==> src/rtl/prefix_adder_pipe.sv <==
// prefix_adder_pipe: pipelined Sklansky parallel-prefix adder/subtractor.
//
// The input beat is pre-processed into bitwise generate/propagate (carry-in folded into
// bit 0) and registered as stage 0. The log2(WIDTH) prefix levels follow, with a pipeline
// register after every REG_EVERY levels. Sum and flags are formed combinationally from
// the last register. One global advance enable stalls the whole pipe when the consumer
// is not ready, so beats are never dropped or duplicated.
//
// Ports:
//   clk        clock, all state on the rising edge
//   rst        asynchronous active-high reset; empties the pipe
//   in_valid   operand beat valid
//   in_ready   beat accepted this cycle when in_valid is also high
//   op         00 add, 01 a-b, 10 a+b+carry_in, 11 a-b-!carry_in
//   a, b       operands
//   carry_in   carry/borrow input for op 10/11
//   out_valid  result beat valid
//   out_ready  consumer accepts the result
//   sum        result modulo 2^WIDTH
//   flags      {N, Z, C, V}
module prefix_adder_pipe #(
    parameter int WIDTH     = 64,
    parameter int REG_EVERY = 2
) (
    input  logic             clk,
    input  logic             rst,
    input  logic             in_valid,
    output logic             in_ready,
    input  logic [1:0]       op,
    input  logic [WIDTH-1:0] a,
    input  logic [WIDTH-1:0] b,
    input  logic             carry_in,
    output logic             out_valid,
    input  logic             out_ready,
    output logic [WIDTH-1:0] sum,
    output logic [3:0]       flags
);
    localparam int LEVELS = $clog2(WIDTH);
    localparam int NG     = (LEVELS + REG_EVERY - 1) / REG_EVERY;  // prefix register groups
    localparam int NS     = NG + 1;                                // total stages

    logic             en;
    logic [WIDTH-1:0] b_eff;
    logic [WIDTH-1:0] pre_g;
    logic [WIDTH-1:0] pre_p;
    logic             c0;

    // g/p: running prefix group terms; x: bitwise half-sum carried to the output stage.
    logic [WIDTH-1:0] g_q [NS];
    logic [WIDTH-1:0] p_q [NS];
    logic [WIDTH-1:0] x_q [NS];
    logic [NS-1:0]    v_q;
    logic [NS-1:0]    c0_q;
    logic [NS-1:0]    am_q;
    logic [NS-1:0]    bm_q;

    logic [WIDTH-1:0] g_nx [1:NG];
    logic [WIDTH-1:0] p_nx [1:NG];

    logic [WIDTH-1:0] carry_vec;
    logic [WIDTH-1:0] sum_raw;
    logic             c_out;
    logic             v_flag;

    assign out_valid = v_q[NS-1];
    assign en        = !out_valid || out_ready;
    assign in_ready  = en;

    always_comb begin
        b_eff = op[0] ? ~b : b;
        case (op)
            2'b00:   c0 = 1'b0;
            2'b01:   c0 = 1'b1;
            default: c0 = carry_in;
        endcase
        pre_p    = a ^ b_eff;
        pre_g    = a & b_eff;
        // Carry-in acts as the generate of bit -1; absorbing it here keeps the tree at
        // exactly log2(WIDTH) levels.
        pre_g[0] = pre_g[0] | (pre_p[0] & c0);
    end

    // Each register group applies its own slice of Sklansky levels to the previous stage.
    always_comb begin
        for (int s = 1; s < NS; s++) begin
            logic [WIDTH-1:0] gx;
            logic [WIDTH-1:0] px;
            int               j;
            gx = g_q[s-1];
            px = p_q[s-1];
            j  = 0;
            for (int k = 0; k < LEVELS; k++) begin
                if (k >= (s - 1) * REG_EVERY && k < s * REG_EVERY) begin
                    for (int i = 0; i < WIDTH; i++) begin
                        if (((i >> k) & 1) == 1) begin
                            // Top bit of the lower half of this 2^(k+1) block; it has bit
                            // k clear, so it is never updated within the same level.
                            j     = ((i >> (k + 1)) << (k + 1)) + (1 << k) - 1;
                            gx[i] = gx[i] | (px[i] & gx[j]);
                            px[i] = px[i] & px[j];
                        end
                    end
                end
            end
            g_nx[s] = gx;
            p_nx[s] = px;
        end
    end

    always_ff @(posedge clk or posedge rst) begin
        if (rst) begin
            for (int s = 0; s < NS; s++) begin
                g_q[s] <= '0;
                p_q[s] <= '0;
                x_q[s] <= '0;
            end
            v_q  <= '0;
            c0_q <= '0;
            am_q <= '0;
            bm_q <= '0;
        end else if (en) begin
            g_q[0] <= pre_g;
            p_q[0] <= pre_p;
            x_q[0] <= pre_p;
            for (int s = 1; s < NS; s++) begin
                g_q[s] <= g_nx[s];
                p_q[s] <= p_nx[s];
                x_q[s] <= x_q[s-1];
            end
            v_q  <= {v_q[NS-2:0], in_valid};
            c0_q <= {c0_q[NS-2:0], c0};
            am_q <= {am_q[NS-2:0], a[WIDTH-1]};
            bm_q <= {bm_q[NS-2:0], b_eff[WIDTH-1]};
        end
    end

    always_comb begin
        carry_vec = {g_q[NS-1][WIDTH-2:0], c0_q[NS-1]};
        sum_raw   = x_q[NS-1] ^ carry_vec;
        c_out     = g_q[NS-1][WIDTH-1];
        v_flag    = (am_q[NS-1] == bm_q[NS-1]) && (sum_raw[WIDTH-1] != am_q[NS-1]);
        // Gated so that both outputs read zero whenever no result is presented.
        sum       = out_valid ? sum_raw : '0;
        flags     = out_valid ? {sum_raw[WIDTH-1], sum_raw == '0, c_out, v_flag} : 4'b0000;
    end

endmodule

==> config.mk <==
export PLATFORM = sky130hd
export DESIGN_NAME = prefix_adder_pipe
export DESIGN_NICKNAME = d
export VERILOG_FILES = /design/src/rtl/prefix_adder_pipe.sv
export SDC_FILE = /design/constraint.sdc
export NUM_CORES = 2
export LEC_CHECK = 0
export BUFFER_PORTS_ARGS = -buffer_cell sky130_fd_sc_hd__buf_2
export CAP_MARGIN = 20
export CORE_ASPECT_RATIO = 0.75
export CORE_MARGIN = 10
export CORE_UTILIZATION = 40
export DETAILED_ROUTE_END_ITERATION = 7
export PLACE_DENSITY = 0.59
export SYNTH_ARGS = -nofsm -noshare
export SYNTH_HDL_FRONTEND = slang
export SYNTH_SLANG_ARGS = --single-unit
==> constraint.sdc <==
create_clock -name clk -period 30.9 [get_ports clk]
set_clock_uncertainty 0.05 [all_clocks]
set_input_delay 6.18 -clock clk [delete_from_list [all_inputs] [get_ports clk]]
set_output_delay 6.18 -clock clk [all_outputs]
set_load 0.005 [all_outputs]
==> results.py <==
metrics = {
    "floorplanning": {
        "initial_core_util": 0.4020,
        "die_x_um": 315.0,
        "rows": 81,
        "dieArea_um2": 76010,
        "core_area_um2": 64960,
        "die_h_um": 241.3,
        "design.portCount": 205,
    },
    "clock_tree": {
        "cts_buffer_depth": 3,
        "worstSkewPairLatency_ns": 0.59,
        "cts_buffers": 67,
        "cts_root_buf": "clkbuf_16",
        "post_cts_buffers": 0,
        "clk_transition_reported_paths_ns": 0.06,
        "cts_hold_buf": 0,
        "post_cts_resize_count": 0,
        "cts_tree": "done",
        "cts_sinks": 618,
        "h-tree-depth": 3,
    },
    "synthesis": {
        "synthTopCellsByCount": "nand2_1, dfrtp_1, a21oi_1",
        "synth_top_area_frac": 0.5922,
        "synth_seq_area_share": 0.5922,
        "async_reset_ff_frac": 1.000,
        "synth_area_leaders": "dfrtp_1, nand2_1, xor2_1, a21oi_1, ha_1",
        "ys_warn_count": 0,
        "synth_edf_count": 0,
        "avgSynthCellArea_um2": 9.036,
        "yosysTopAreaCell": "dfrtp_1",
        "syn-instance-count": 2890,
        "netlist_area_um2": 26120,
        "syn-num-nets": 3089,
        "synth_cell_types": 30,
        "synthFlopType": "dfrtp_1",
        "ys_seq_elements": 618,
        "synth.most_common_cell": "nand2_1",
    },
    "pwr": {
        "p_seq_frac": 0.445,
        "p_sw_mw": 1.072,
        "powerDensity_nw_per_um2": 100.2,
        "ir_worst_vdd_uv": 47.99,
        "power.static_leakage_nw": 15.94,
        "total_power_mw": 3.026,
        "combPwrFrac": 0.283,
        "power_frac_clock": 0.272,
        "switching_share": 0.3542,
        "intPower_mw": 1.954,
    },
    "global_routing": {
        "antenna_found_initial": 2,
        "grt_start_max_net_pins": 256,
        "grt.total_usage": 0.1559,
        "grt_pass1_vias": 18510,
        "grt_pass1_wl_mm": 97.42,
        "grt_overflow_total": 0,
    },
    "worst_setup_path": {
        "path_max_fanout": 87,
        "r2r-end": "p_q[174]",
        "r2r-start": "v_q[3]",
        "r2r_cells": 6,
        "endpoint_kind": "primary output",
        "critPathKind": "primary input to primary output",
        "regToRegSetupSlack_ns": 27.30,
        "required_ns": 24.67,
        "crit_path_start_kind": "primary input",
        "crit_arrival_ns": 7.08,
    },
    "worst_hold_path": {
        "holdPathEnd": "v_q[2]",
        "hold_class": "flop to flop",
        "whs_path_depth": 2,
        "min_from": "v_q[2]",
    },
    "drt": {
        "via_per_inst": 4.769,
        "drtPass1Iterations": 5,
        "drc": 0,
        "finalWirelength_mm": 59.29,
        "ant_nets": 0,
        "via_count": 18860,
        "drtIter0Drc": 1495,
        "post_drt_wl_per_cell_um": 14.99,
    },
    "placement": {
        "dp_slack_ns": 17.60,
        "dp.cells": 3831,
        "portBuffers": 204,
        "dpl_cell_area_um2": 27810,
        "place.detailed.hpwl_mm": 38.16,
        "gp_congestion": 0.7791,
    },
    "job": {
        "max_cap_violations": 0,
    },
    "sta": {
        "period_minus_slack_ns": 13.31,
        "setup_viol": 0,
        "rsz0062_at_grt": "false",
        "hold_violations": 0,
        "min_period_over_period": 0.4306,
        "worst_slack_ns": 17.59,
        "tns_ns": 0,
        "timing.fmax_mhz": 75.15,
        "worstMarginPinSlew_ns": 1.168,
        "whs_ns": 0.4113,
        "slew_headroom": 0.2214,
        "slew_violations": 0,
    },
    "layout": {
        "nets": 3231,
        "drive_above_1_share": 0.1087,
        "finish.utilization": 0.4647,
        "area_delta_synth_final_pct": 15.60,
        "instances_no_fill": 3954,
        "nFillCells": 6274,
        "final_cell_area_um2": 30190,
    },
    "status": {
        "outcome": "finished, final reports clean",
    },
}
## power groups by stage
stage                     logic [mW]  registers (mW)  clock network (mW)
after floorplan                0.606            1.30                   0
after CTS                      0.877            1.35               0.846
final                          0.856            1.35               0.824
after global placement         0.853            1.34                   0
after detailed placement       0.872            1.36                   0
after global routing           0.992            1.39               0.881
## area by class of cell
cell class	instances	area, µm²	area share
clock inverters	17	245.2	0.008124
clock buffers	102	2043	0.06768
multi-input cells	2116	10030	0.3323
inverters	4	30.03	0.0009947
flip-flops and latches	618	15470	0.5123
well taps	871	1090	0.03610
repair buffers	225	1279	0.04236
diodes	1	2.502	0.00008289
## layer usage
| metal | global-route usage | wire (µm) | share of wire |
|---|---|---|---|
| met1 | 0.2285 | 29520 | 0.50 |
| met2 | 0.2347 | 26060 | 0.44 |
| met3 | 0.03094 | 2628 | 0.044 |
| met4 | 0.03701 | 1083 | 0.018 |
| met5 | 0 | 0 | 0 |
## state kept, by name, summed over array words and instances (netlist names), 30 cells and up
register   count
carry_vec     63
x_q          172
p_q          144
g_nx          48
p_nx          30
g_q          144
## how the worst max path moves through the flow
| stage | startpoint | end | slack, ns | depth (start not counted) |
|---|---|---|---|---|
| floorplan | rst | am_q[0] | 7.36 | 1 |
| global placement | out_ready | in_ready | 17.60 | 4 |
| detailed placement | out_ready | in_ready | 17.60 | 4 |
| CTS | out_ready | in_ready | 17.59 | 4 |
| global route | out_ready | in_ready | 17.54 | 4 |
| finish | out_ready | in_ready | 17.59 | 4 |
## cell usage in the layout (no fill, tap or decap), types with 6 or more instances in the layout
master / count
a21o_1: 32
a21oi_1: 175
a22o_1: 21
and2_1: 65
buf_2: 203
buf_4: 16
bufinv_16: 6
clkbuf_1: 16
clkbuf_16: 71
clkbuf_8: 15
clkinv_2: 8
dfrtp_1: 617
ha_1: 64
nand2_1: 1311
nand3_1: 41
nor2_1: 156
nor2b_1: 16
nor4_1: 14
o21ai_0: 77
xor2_1: 127
## logic make-up after synthesis
group / after synthesis / share of synthesized area
compound gates: 306 / 0.06478
xor+xnor: 128 / 0.04293
fa+ha+maj: 64 / 0.03066
buf+inv: 156 / 0.02396
flops: 618 / 0.5922
mux: 1 / 0.0004312
simple gates: 1617 / 0.2451
## critical path: stages
cell	delay, ns
buf_2	0.16
nor2_4	0.07
inv_8	0.33
buf_2	0.23
Power figures use the tool's default switching activity.
